===== config.mk =====
export PLATFORM = sky130hd
export DESIGN_NAME = vend_dispense_ctrl
export DESIGN_NICKNAME = d
export VERILOG_FILES = /design/src/rtl/vend_pkg.sv /design/src/rtl/vend_req_fifo.sv /design/src/rtl/vend_dispense_ctrl.sv
export SDC_FILE = /design/constraint.sdc
export NUM_CORES = 1
export LEC_CHECK = 0
export CORE_ASPECT_RATIO = 1.2
export CORE_MARGIN = 2
export CORE_UTILIZATION = 45
export CTS_CLUSTER_DIAMETER = 60
export DETAILED_ROUTE_END_ITERATION = 16
export DONT_BUFFER_PORTS = 1
export HOLD_SLACK_MARGIN = 0.08
export PLACE_DENSITY = 0.57
export REMOVE_ABC_BUFFERS = 1
export SYNTH_ARGS = -nofsm -noshare
export SYNTH_HDL_FRONTEND = slang
export SYNTH_SLANG_ARGS = --single-unit

===== constraint.sdc =====
create_clock -name clk -period 4.4 [get_ports clk]
set_clock_uncertainty 0.15 [all_clocks]
set_input_delay 0.66 -clock clk [delete_from_list [all_inputs] [get_ports clk]]
set_output_delay 0.66 -clock clk [all_outputs]
set_load 0.005 [all_outputs]

===== src/rtl/vend_pkg.sv =====
`default_nettype none
// ============================================================================
// Module   : vend_pkg
// Brief    : Shared types and constants for the vending dispense controller:
//            controller state encoding, request-queue entry layout, drink codes.
// Revision : 1.0  initial release
// ============================================================================
package vend_pkg;

  // Controller states; CONFIRM and FAULT are only reachable in the
  // drop-confirm build but keep their encodings in every build.
  typedef enum logic [2:0] {
    ST_IDLE    = 3'd0,
    ST_DRINK   = 3'd1,
    ST_CONFIRM = 3'd2,
    ST_CHANGE  = 3'd3,
    ST_FAULT   = 3'd4
  } vend_state_e;

  // Drink codes as produced by the sale FSM (code 3 is folded to NONE).
  localparam logic [1:0] DRK_NONE = 2'd0;
  localparam logic [1:0] DRK_5    = 2'd1;
  localparam logic [1:0] DRK_10   = 2'd2;

  // One queued dispense request.
  typedef struct packed {
    logic [1:0] drink;
    logic       change;
  } vend_entry_t;

  localparam int unsigned ENTRY_W = $bits(vend_entry_t);

  // Largest of three timer loads; sizes the shared down-counter.
  function automatic int unsigned vend_max3(input int unsigned a,
                                            input int unsigned b,
                                            input int unsigned c);
    int unsigned m;
    m = (a > b) ? a : b;
    return (m > c) ? m : c;
  endfunction

endpackage
`default_nettype wire


===== src/rtl/vend_req_fifo.sv =====
`default_nettype none
// ============================================================================
// Module   : vend_req_fifo
// Brief    : Small synchronous request FIFO. A push while full is accepted
//            only when a pop happens in the same cycle. Also exposes the
//            next-cycle fill level so the owner can register status flags.
// Revision : 1.0  initial release
// ============================================================================
module vend_req_fifo #(
  parameter int unsigned DEPTH = 4,
  parameter int unsigned WIDTH = 3
) (
  input  logic                     clk,
  input  logic                     rst_n,
  input  logic                     push_i,
  input  logic [WIDTH-1:0]         wdata_i,
  input  logic                     pop_i,
  output logic [WIDTH-1:0]         rdata_o,
  output logic                     full_o,
  output logic                     empty_o,
  output logic [$clog2(DEPTH):0]   count_d_o
);

  localparam int unsigned AW = $clog2(DEPTH);
  localparam logic [AW:0] FULL_CNT = (AW+1)'(DEPTH);

  logic [WIDTH-1:0] mem_q [DEPTH];
  logic [AW-1:0]    wr_ptr_q;
  logic [AW-1:0]    rd_ptr_q;
  logic [AW:0]      count_q;
  logic [AW:0]      count_d;
  logic             do_pop;
  logic             do_push;

  assign empty_o   = (count_q == '0);
  assign full_o    = (count_q == FULL_CNT);
  assign do_pop    = pop_i && !empty_o;
  assign do_push   = push_i && (!full_o || do_pop);
  assign rdata_o   = mem_q[rd_ptr_q];
  assign count_d   = count_q + {{AW{1'b0}}, do_push} - {{AW{1'b0}}, do_pop};
  assign count_d_o = count_d;

  // Storage array; contents are don't-care until written, so no reset.
  always_ff @(posedge clk) begin
    if (do_push) begin
      mem_q[wr_ptr_q] <= wdata_i;
    end
  end

  // Pointer and occupancy bookkeeping; power-of-2 depth lets pointers wrap.
  always_ff @(posedge clk or negedge rst_n) begin
    if (!rst_n) begin
      wr_ptr_q <= '0;
      rd_ptr_q <= '0;
      count_q  <= '0;
    end else begin
      if (do_push) wr_ptr_q <= wr_ptr_q + AW'(1);
      if (do_pop)  rd_ptr_q <= rd_ptr_q + AW'(1);
      count_q <= count_d;
    end
  end

endmodule
`default_nettype wire


===== src/rtl/vend_dispense_ctrl.sv =====
`default_nettype none
// ============================================================================
// Module   : vend_dispense_ctrl
// Brief    : Queues sale-FSM dispense results and serialises them into timed
//            drive pulses for the 5$ motor, 10$ motor and change ejector.
//            Define VEND_DROP_CONFIRM_EN to add drop confirmation via
//            drop_sense with a timeout into a FAULT state.
// Revision : 1.0  initial release
// ============================================================================
module vend_dispense_ctrl
  import vend_pkg::*;
#(
  parameter int unsigned DEPTH          = 4,
  parameter int unsigned MOTOR_CYCLES   = 8,
  parameter int unsigned CHANGE_CYCLES  = 4,
  parameter int unsigned TIMEOUT_CYCLES = 64
) (
  input  logic       clk,
  input  logic       rst_n,
  input  logic [1:0] drinks_out,
  input  logic       change_out,
  input  logic       drop_sense,
  input  logic       fault_clr,
  output logic       motor_5,
  output logic       motor_10,
  output logic       coin_ret,
  output logic       busy,
  output logic       fault,
  output logic       overflow
);

  localparam int unsigned CNT_MAX = vend_max3(MOTOR_CYCLES, CHANGE_CYCLES, TIMEOUT_CYCLES);
  localparam int unsigned CW      = $clog2(CNT_MAX + 1);
  localparam logic [CW-1:0] CNT_ONE    = CW'(1);
  localparam logic [CW-1:0] CNT_MOTOR  = CW'(MOTOR_CYCLES);
  localparam logic [CW-1:0] CNT_CHANGE = CW'(CHANGE_CYCLES);
`ifdef VEND_DROP_CONFIRM_EN
  localparam logic [CW-1:0] CNT_TIMEOUT = CW'(TIMEOUT_CYCLES);
`else
  // drop_sense has no role when drops are not confirmed.
  logic unused_drop_sense;
  assign unused_drop_sense = drop_sense;
`endif

  vend_state_e state_q, state_d;
  logic [CW-1:0] cnt_q, cnt_d;
  vend_entry_t   cur_q, cur_d;
  vend_entry_t   req_entry;
  vend_entry_t   head;
  logic          req_valid;
  logic          pop;
  logic [ENTRY_W-1:0]    fifo_rdata;
  logic                  fifo_full;
  logic                  fifo_empty;
  logic [$clog2(DEPTH):0] fifo_count_d;

  logic motor_5_q,  motor_5_d;
  logic motor_10_q, motor_10_d;
  logic coin_ret_q, coin_ret_d;
  logic busy_q,     busy_d;
  logic fault_q,    fault_d;
  logic overflow_q, overflow_d;

  // Fold the sale-FSM result into a queue entry; code 3 means no drink.
  always_comb begin
    req_entry        = '0;
    req_entry.drink  = (drinks_out == DRK_5 || drinks_out == DRK_10) ? drinks_out : DRK_NONE;
    req_entry.change = change_out;
    req_valid        = (req_entry.drink != DRK_NONE) || change_out;
  end

  vend_req_fifo #(
    .DEPTH (DEPTH),
    .WIDTH (ENTRY_W)
  ) u_fifo (
    .clk       (clk),
    .rst_n     (rst_n),
    .push_i    (req_valid),
    .wdata_i   (req_entry),
    .pop_i     (pop),
    .rdata_o   (fifo_rdata),
    .full_o    (fifo_full),
    .empty_o   (fifo_empty),
    .count_d_o (fifo_count_d)
  );

  assign head = vend_entry_t'(fifo_rdata);

  // State, shared timer and in-flight entry registers.
  always_ff @(posedge clk or negedge rst_n) begin
    if (!rst_n) begin
      state_q <= ST_IDLE;
      cnt_q   <= '0;
      cur_q   <= '0;
    end else begin
      state_q <= state_d;
      cnt_q   <= cnt_d;
      cur_q   <= cur_d;
    end
  end

  // Next-state logic; the timer reloads on every state change and otherwise
  // counts down, holding at zero. Each timed state exits when it reads 1.
  always_comb begin
    state_d = state_q;
    pop     = 1'b0;
    cur_d   = cur_q;
    cnt_d   = cnt_q;
    case (state_q)
      ST_IDLE: begin
        if (!fifo_empty) begin
          pop     = 1'b1;
          cur_d   = head;
          state_d = (head.drink != DRK_NONE) ? ST_DRINK : ST_CHANGE;
        end
      end
      ST_DRINK: begin
        if (cnt_q == CNT_ONE) begin
`ifdef VEND_DROP_CONFIRM_EN
          state_d = ST_CONFIRM;
`else
          state_d = cur_q.change ? ST_CHANGE : ST_IDLE;
`endif
        end
      end
`ifdef VEND_DROP_CONFIRM_EN
      ST_CONFIRM: begin
        if (drop_sense) begin
          state_d = cur_q.change ? ST_CHANGE : ST_IDLE;
        end else if (cnt_q == CNT_ONE) begin
          state_d = ST_FAULT;
        end
      end
      ST_FAULT: begin
        // Leaving FAULT abandons whatever change the entry still owed.
        if (fault_clr) state_d = ST_IDLE;
      end
`endif
      ST_CHANGE: begin
        if (cnt_q == CNT_ONE) state_d = ST_IDLE;
      end
      default: state_d = ST_IDLE;
    endcase

    if (state_d != state_q) begin
      case (state_d)
        ST_DRINK:   cnt_d = CNT_MOTOR;
        ST_CHANGE:  cnt_d = CNT_CHANGE;
`ifdef VEND_DROP_CONFIRM_EN
        ST_CONFIRM: cnt_d = CNT_TIMEOUT;
`endif
        default:    cnt_d = '0;
      endcase
    end else if (cnt_q != '0) begin
      cnt_d = cnt_q - CNT_ONE;
    end
  end

  // Output decode from the upcoming state so the drives register cleanly.
  always_comb begin
    motor_5_d  = (state_d == ST_DRINK) && (cur_d.drink == DRK_5);
    motor_10_d = (state_d == ST_DRINK) && (cur_d.drink == DRK_10);
    coin_ret_d = (state_d == ST_CHANGE);
`ifdef VEND_DROP_CONFIRM_EN
    fault_d    = (state_d == ST_FAULT);
`else
    fault_d    = 1'b0;
`endif
    busy_d     = (state_d != ST_IDLE) || (fifo_count_d != '0);
    // A set in the same cycle as a clear wins so a drop is never missed.
    overflow_d = (overflow_q && !fault_clr) || (req_valid && fifo_full && !pop);
  end

  // Registered outputs; reset drops every drive asynchronously.
  always_ff @(posedge clk or negedge rst_n) begin
    if (!rst_n) begin
      motor_5_q  <= 1'b0;
      motor_10_q <= 1'b0;
      coin_ret_q <= 1'b0;
      busy_q     <= 1'b0;
      fault_q    <= 1'b0;
      overflow_q <= 1'b0;
    end else begin
      motor_5_q  <= motor_5_d;
      motor_10_q <= motor_10_d;
      coin_ret_q <= coin_ret_d;
      busy_q     <= busy_d;
      fault_q    <= fault_d;
      overflow_q <= overflow_d;
    end
  end

  assign motor_5  = motor_5_q;
  assign motor_10 = motor_10_q;
  assign coin_ret = coin_ret_q;
  assign busy     = busy_q;
  assign fault    = fault_q;
  assign overflow = overflow_q;

endmodule
`default_nettype wire


# Word-level counts from Yosys, hierarchy flattened
# Memory sizes are Yosys's and may differ from the RTL's.
# Cells that the tools add are included.
# classes
add_sub_neg	5
n_eq_ne	11
muxes	16
n_bitwise	1
reduce_logical	25
# ops
cell	n
3-bit 2-to-1 mux	5
7-bit 2-to-1 mux	2
3-bit one-hot mux with 3 select lines	1
4-bit one-hot mux with 2 select lines	1
7-bit by 1-bit equality test with 1-bit output, second input constant	1
1-bit logical AND	7
7-bit nonzero test	1
7-bit by 1-bit subtractor with 7-bit output, second input constant	1
3-bit by 1-bit equality test with 1-bit output, second input constant	2
3-bit by 2-bit equality test with 1-bit output, second input constant	2
3-bit zero test	2
2-bit 2-to-1 mux	3
2-bit nonzero test	3
3-bit nonzero test	2
1-bit logical OR	5
2-bit by 1-bit adder with 2-bit output, second input constant	2
2-bit by 1-bit equality test with 1-bit output, second input constant	2
2-bit equality test, second input constant	2
1-bit zero test	4
1-bit 2-to-1 mux	4
3-bit by 1-bit adder with 3-bit output	1
3-bit equality test, second input constant	1
3-bit inequality test	1
3-bit by 1-bit subtractor with 3-bit output	1
other kinds (2)	2
# totals
regBits	25
ram_bits	12
in_bits	7
out_inout_bits	6
mem_count	1
# memory_table
name	depth	word_bits	read_ports	rd_ports_with_merged_regs	write_ports	line	text
u_fifo.mem_q	4	3	1	0	1	vend_req_fifo.sv:27	logic [WIDTH-1:0] mem_q [DEPTH];

# Longest topological paths before layout
# logic_depth
word_depth	10
ltp_mapped	8
mapped_depth_nobuf	8

# Cells and area by module
# From an unflattened synthesis, not the netlist that was laid out.
# hier_totals
cells_unflattened	144
area_unflattened_um2	1840.5
# modules_own_cells
mod	n_inst	cells_each	area_per_inst_um2	seq_area_each_um2
vend_dispense_ctrl	1	93	979.7	450.4
vend_req_fifo	1	51	860.8	535.5

# Worst setup path before layout
# No wires, ideal clock.
# synth_path
path_type	input-to-reg
start	input port drinks_out[0]
end	register busy_q (netlist: busy)
setup_time_ps	139
t_arrival_ps	2610
t_required_ps	4111
slack_ps	1501
path_stages	7
path_buffers	0
path_cell_list	inv_1 > ha_1 > nor2b_1 > a31oi_1 > ha_1 > fa_1 > or4_4
# synth_between
elab_chain_cells	10
elab_cells_between_ends	11
cone_classes	add/sub (2); eq/ne (2); mux (1); reduce/logical (6)
# synth_rtl
item	line	text
start, declared	vend_dispense_ctrl.sv:20	input logic [1:0] drinks_out,
2-bit by 1-bit equality test with 1-bit output or 2-bit equality test (tied branches)	vend_dispense_ctrl.sv:67	req_entry.drink = (drinks_out == DRK_5 || drinks_out == DRK_10) ? drinks_out : DRK_NONE;
1-bit logical OR	vend_dispense_ctrl.sv:67	
2-bit 2-to-1 mux (*)	vend_dispense_ctrl.sv:67	
2-bit nonzero test (*)	vend_dispense_ctrl.sv:69	req_valid = (req_entry.drink != DRK_NONE) || change_out;
1-bit logical OR (*)	vend_dispense_ctrl.sv:69	
1-bit logical AND (*)	vend_req_fifo.sv:38	assign do_push = push_i && (!full_o || do_pop);
via u_fifo.do_push	vend_req_fifo.sv:33	logic do_push;
3-bit by 1-bit adder with 3-bit output (*)	vend_req_fifo.sv:40	assign count_d = count_q + {{AW{1'b0}}, do_push} - {{AW{1'b0}}, do_pop};
3-bit by 1-bit subtractor with 3-bit output (*)	vend_req_fifo.sv:40	
via fifo_count_d[1]	vend_dispense_ctrl.sv:55	logic [$clog2(DEPTH):0] fifo_count_d;
3-bit nonzero test (*)	vend_dispense_ctrl.sv:169	busy_d = (state_d != ST_IDLE) || (fifo_count_d != '0);
1-bit logical OR (*)	vend_dispense_ctrl.sv:169	
via busy_d	vend_dispense_ctrl.sv:60	logic busy_q, busy_d;
end signal, assigned	vend_dispense_ctrl.sv:187	busy_q <= busy_d;
end, declared	vend_dispense_ctrl.sv:60	
# Mark *: on every way through the listed nets, which the timed path passes. The rest lies on a longest branch.
# A chain may end at the register's enable or synchronous reset.

# Worst setup path in the final report
# layout_path
start	register state_q[1]
end	register busy_q (netlist: busy)
# layout_between
elab_chain_cells	9
elab_cells_between_ends	16
cone_classes	add/sub (2); eq/ne (2); mux (5); reduce/logical (7)
# layout_rtl
item	line	text
start, declared	vend_dispense_ctrl.sv:45	vend_state_e state_q, state_d;
start signal, assigned	vend_dispense_ctrl.sv:96	state_q <= state_d;
3-bit zero test (*)	vend_dispense_ctrl.sv:109	case (state_q)
1-bit 2-to-1 mux (*)	vend_dispense_ctrl.sv:109	
via pop	vend_dispense_ctrl.sv:51	logic pop;
1-bit logical AND (*)	vend_req_fifo.sv:37	assign do_pop = pop_i && !empty_o;
1-bit logical OR	vend_req_fifo.sv:38	
1-bit logical AND	vend_req_fifo.sv:38	
3-bit by 1-bit adder with 3-bit output	vend_req_fifo.sv:40	
3-bit by 1-bit subtractor with 3-bit output (*)	vend_req_fifo.sv:40	
via fifo_count_d[1]	vend_dispense_ctrl.sv:55	
3-bit nonzero test (*)	vend_dispense_ctrl.sv:169	
1-bit logical OR (*)	vend_dispense_ctrl.sv:169	
via busy_d	vend_dispense_ctrl.sv:60	
# Marked as above.

==> reports/qor.csv <==
stage,metric,value,unit
clock_tree,H-tree levels,2,
setup_path,required time at the endpoint of the critical path,4.41,ns
power,pwr dens,720,mW/mm²
clock_tree,CTS Root Cell,clkbuf_8,
setup_path,category of the worst setup path launch point,register,
setup_path,maximum cell stage delay along the critical path,0.53,ns
drt,detailed-route vias per instance,5.13,
cells_and_area,"leading cell type in the layout, fill and taps excluded",dfrtp_1,
min_path,kind of path behind the tightest hold check,input port to register,
setup_path,Crit-path slowest cell,or4_4,
placed_design,area post-placement,0.00181,mm²
clock_tree,deepest clock path buffer count,2,
yosys,post-synthesis cell area,0.00175,mm²
sta,Worst Max-Slew Pin Slew,0.620,ns
cells_and_area,NumNets Final,167,
clock_tree,clock latency of the later-clocked register in the worst-skew pair,0.29,ns
power,static leakage,0.825,nW
drt,wire length after detailed routing,2930,µm
placed_design,number of port buffers,0,
sta,max-slew violation count,0,
yosys,portion of the post-synthesis area used by sequential elements,56.2,%
cells_and_area,layout cells sized above 1,13.4,%
global_route,first-pass GRT wire length,5080,µm
sta,highest achievable clock rate,340,MHz
setup_path,worst reg2reg setup slack,1.45,ns
global_route,sum of overflow across all layers after global routing,0,
cells_and_area,non-filler instance count after layout,201,
drt,Initial DRC Count,29,
cells_and_area,multi-input combinational cell area,709,µm²
die,# IOs,13,
setup_path,Worst Setup End Kind,register,
job,max cap viols,0,
setup_path,most repeated library cell on the critical path,ha_1,
power,Worst IR Drop VDD,0.282,mV
status,run status,completed,
clock_tree,sinks on the clock net,37,
die,Site Rows,24,
die,Die ar.,0.00441,mm²
placed_design,Final HPWL DP,2210,µm
yosys,"Avg Cell Area, Syn",12.5,µm²
drt,detailed-router iteration count before antenna repair,4,
clock_tree,number of buffers added by the clock tree synthesis step,5,
yosys,synthesized instance count,140,
cells_and_area,core utilization of the finished layout,52.8,%
sta,slew margin rel.,58.5,%
clock_tree,TritonCTS clock tree,done,
yosys,number of distinct standard cells referenced by the synthesized netlist,38,
cells_and_area,"commonest cells after routing, fill and taps aside","25 x dfrtp_1, 13 x inv_1, 12 x edfxtp_1",
setup_path,Worst Path Max Fanout,7,
setup_path,"critical path, cell by cell","or3_1, nor2_2, ha_1, inv_1, ha_1, fa_1, or4_4",
cells_and_area,filler cell count in the final layout,336,
setup_path,class of the most critical setup path,register to register,
setup_path,data arrival time of the critical path,2.95,ns
cells_and_area,Storage cell area,986,µm²
sta,Worst Hold Margin,0.316,ns
die,floorplan die width,61.0,µm
die,core box area,0.00369,mm²
drt,number of remaining DRC errors,0,
sta,"Period Utilization, post-route",66.9,%
yosys,"Top FF cell, synth",dfrtp_1,
cells_and_area,number of diodes,0,
global_route,largest net degree at the start of global routing,26,
die,initial core utilization,47.5,%
sta,setup repair after global routing missed its margin,no,
yosys,register bit count reported by yosys,37,
cells_and_area,Post-Layout Inst Area,0.00195,mm²
drt,count of vias placed by the detailed router,1032,
sta,endpoints failing hold,0,
sta,setup violators final,0,
global_route,global-route total usage across every layer,15.9,%
yosys,share of flip-flops with an asynchronous set or reset after synthesis,67.6,%
drt,DR WL/cell,14.6,µm
sta,final critical path time including I/O delays and setup,2.95,ns
yosys,number of synthesized flops with an enable pin,12,
placed_design,post-placement cell count,191,
sta,Total Neg Setup Slack,0,ns
yosys,synth warn,0,
die,y dimension of the die,72.4,µm
cells_and_area,synth-to-layout area growth,11.2,%
global_route,via count of the first global-routing pass,1122,
clock_tree,clock slew seen by the registers of the worst setup and hold paths,0.07,ns
global_route,number of antenna violations at the first check in global routing,0,
drt,final antenna-violating net count,0,
placed_design,final weighted congestion in routability-driven placement,0.769,
report_power, final:
| part | leakage, nW | switching (mW) | internal [mW] |
|---|---|---|---|
| Sequential | 0.426 | 0.0983 | 0.490 |
| Combinational | 0.348 | 0.276 | 0.252 |
| Clock | 0.0518 | 0.121 | 0.167 |
worst max-delay path: cells and delay by family (launching register included):
kind | cells | cell delay, ns
buf+inv | 1 | 0.05
fa+ha+maj | 3 | 0.89
simple gates | 3 | 1.31
flops | 1 | 0.41
state kept, by name, indices dropped and copies added (netlist names), 2 cells and up:
register         flops
u_fifo.count_q       3
cur_q                3
state_q              3
cnt_q                7
u_fifo.rd_ptr_q      2
u_fifo.wr_ptr_q      2
u_fifo.mem_q        12
stage by stage:
stage	power [mW]	setup slack (ns)
global placement	1.10	1.30
detailed placement	1.13	1.26
global route	1.52	1.31
CTS	1.43	1.46
finish	1.40	1.45
floorplan	0.997	1.50
routing by layer:
metal	vias to the layer above	share of wire (%)	GRT usage (%)	wire (µm)
li1	499	-	-	-
met1	509	40	17.5	1160
met3	9	3.6	5.88	104
met4	0	2.3	5.56	66
met5	-	0	0	0
met2	15	54	27.7	1590
synthesized netlist by cell type, drive strengths merged, types with 2 or more instances:
library cell | n | area [µm²]
nor3 | 3 | 20.0
inv | 13 | 48.8
or4 | 3 | 33.8
mux2 | 3 | 33.8
nor2 | 10 | 40.0
ha | 11 | 138
o21ai | 5 | 25.0
mux4 | 3 | 67.6
or3 | 3 | 18.8
xnor2 | 6 | 52.6
xor2 | 3 | 26.3
a21oi | 5 | 25.0
edfxtp | 12 | 360
nor3b | 4 | 30.0
dfrtp | 25 | 626
nand3 | 2 | 10.0
and2 | 4 | 25.0
nand2 | 7 | 26.3
cells by family after synthesis:
kind of cell | count (synthesis) | synth area share (%)
buf+inv | 15 | 3.50
flops | 37 | 56.2
fa+ha+maj | 12 | 8.99
compound gates | 18 | 6.64
simple gates | 41 | 13.6
other cells | 1 | 0.214
mux | 7 | 6.35
xor+xnor | 9 | 4.50
final cells by class:
class | count | share of cell area, %
Clock buffer | 5 | 3.53
Clock inverter | 3 | 2.12
Inverter | 13 | 2.50
Multi-Input combinational cell | 89 | 36.4
Sequential cell | 37 | 50.6
Tap cell | 52 | 3.34
Timing Repair Buffer | 2 | 1.54
worst paths after layout:
path,cells after the start,start,to
max,7,state_q[1],busy
min,0,change_out,u_fifo.mem_q[2][0]
max reg2reg,7,state_q[1],busy
min reg2reg,1,cur_q[2],cur_q[2]
max in group asynchronous,2,rst_n,u_fifo.wr_ptr_q[1]
min in group asynchronous,2,rst_n,cnt_q[4]
what timing repair did:
action,in CTS,in global routing
gates resized for setup,0,0
setup buffers,0,0
endpoints found under the hold margin,25,0
hold buffers,2,0
Note: power is estimated with default switching activity, not from simulation.
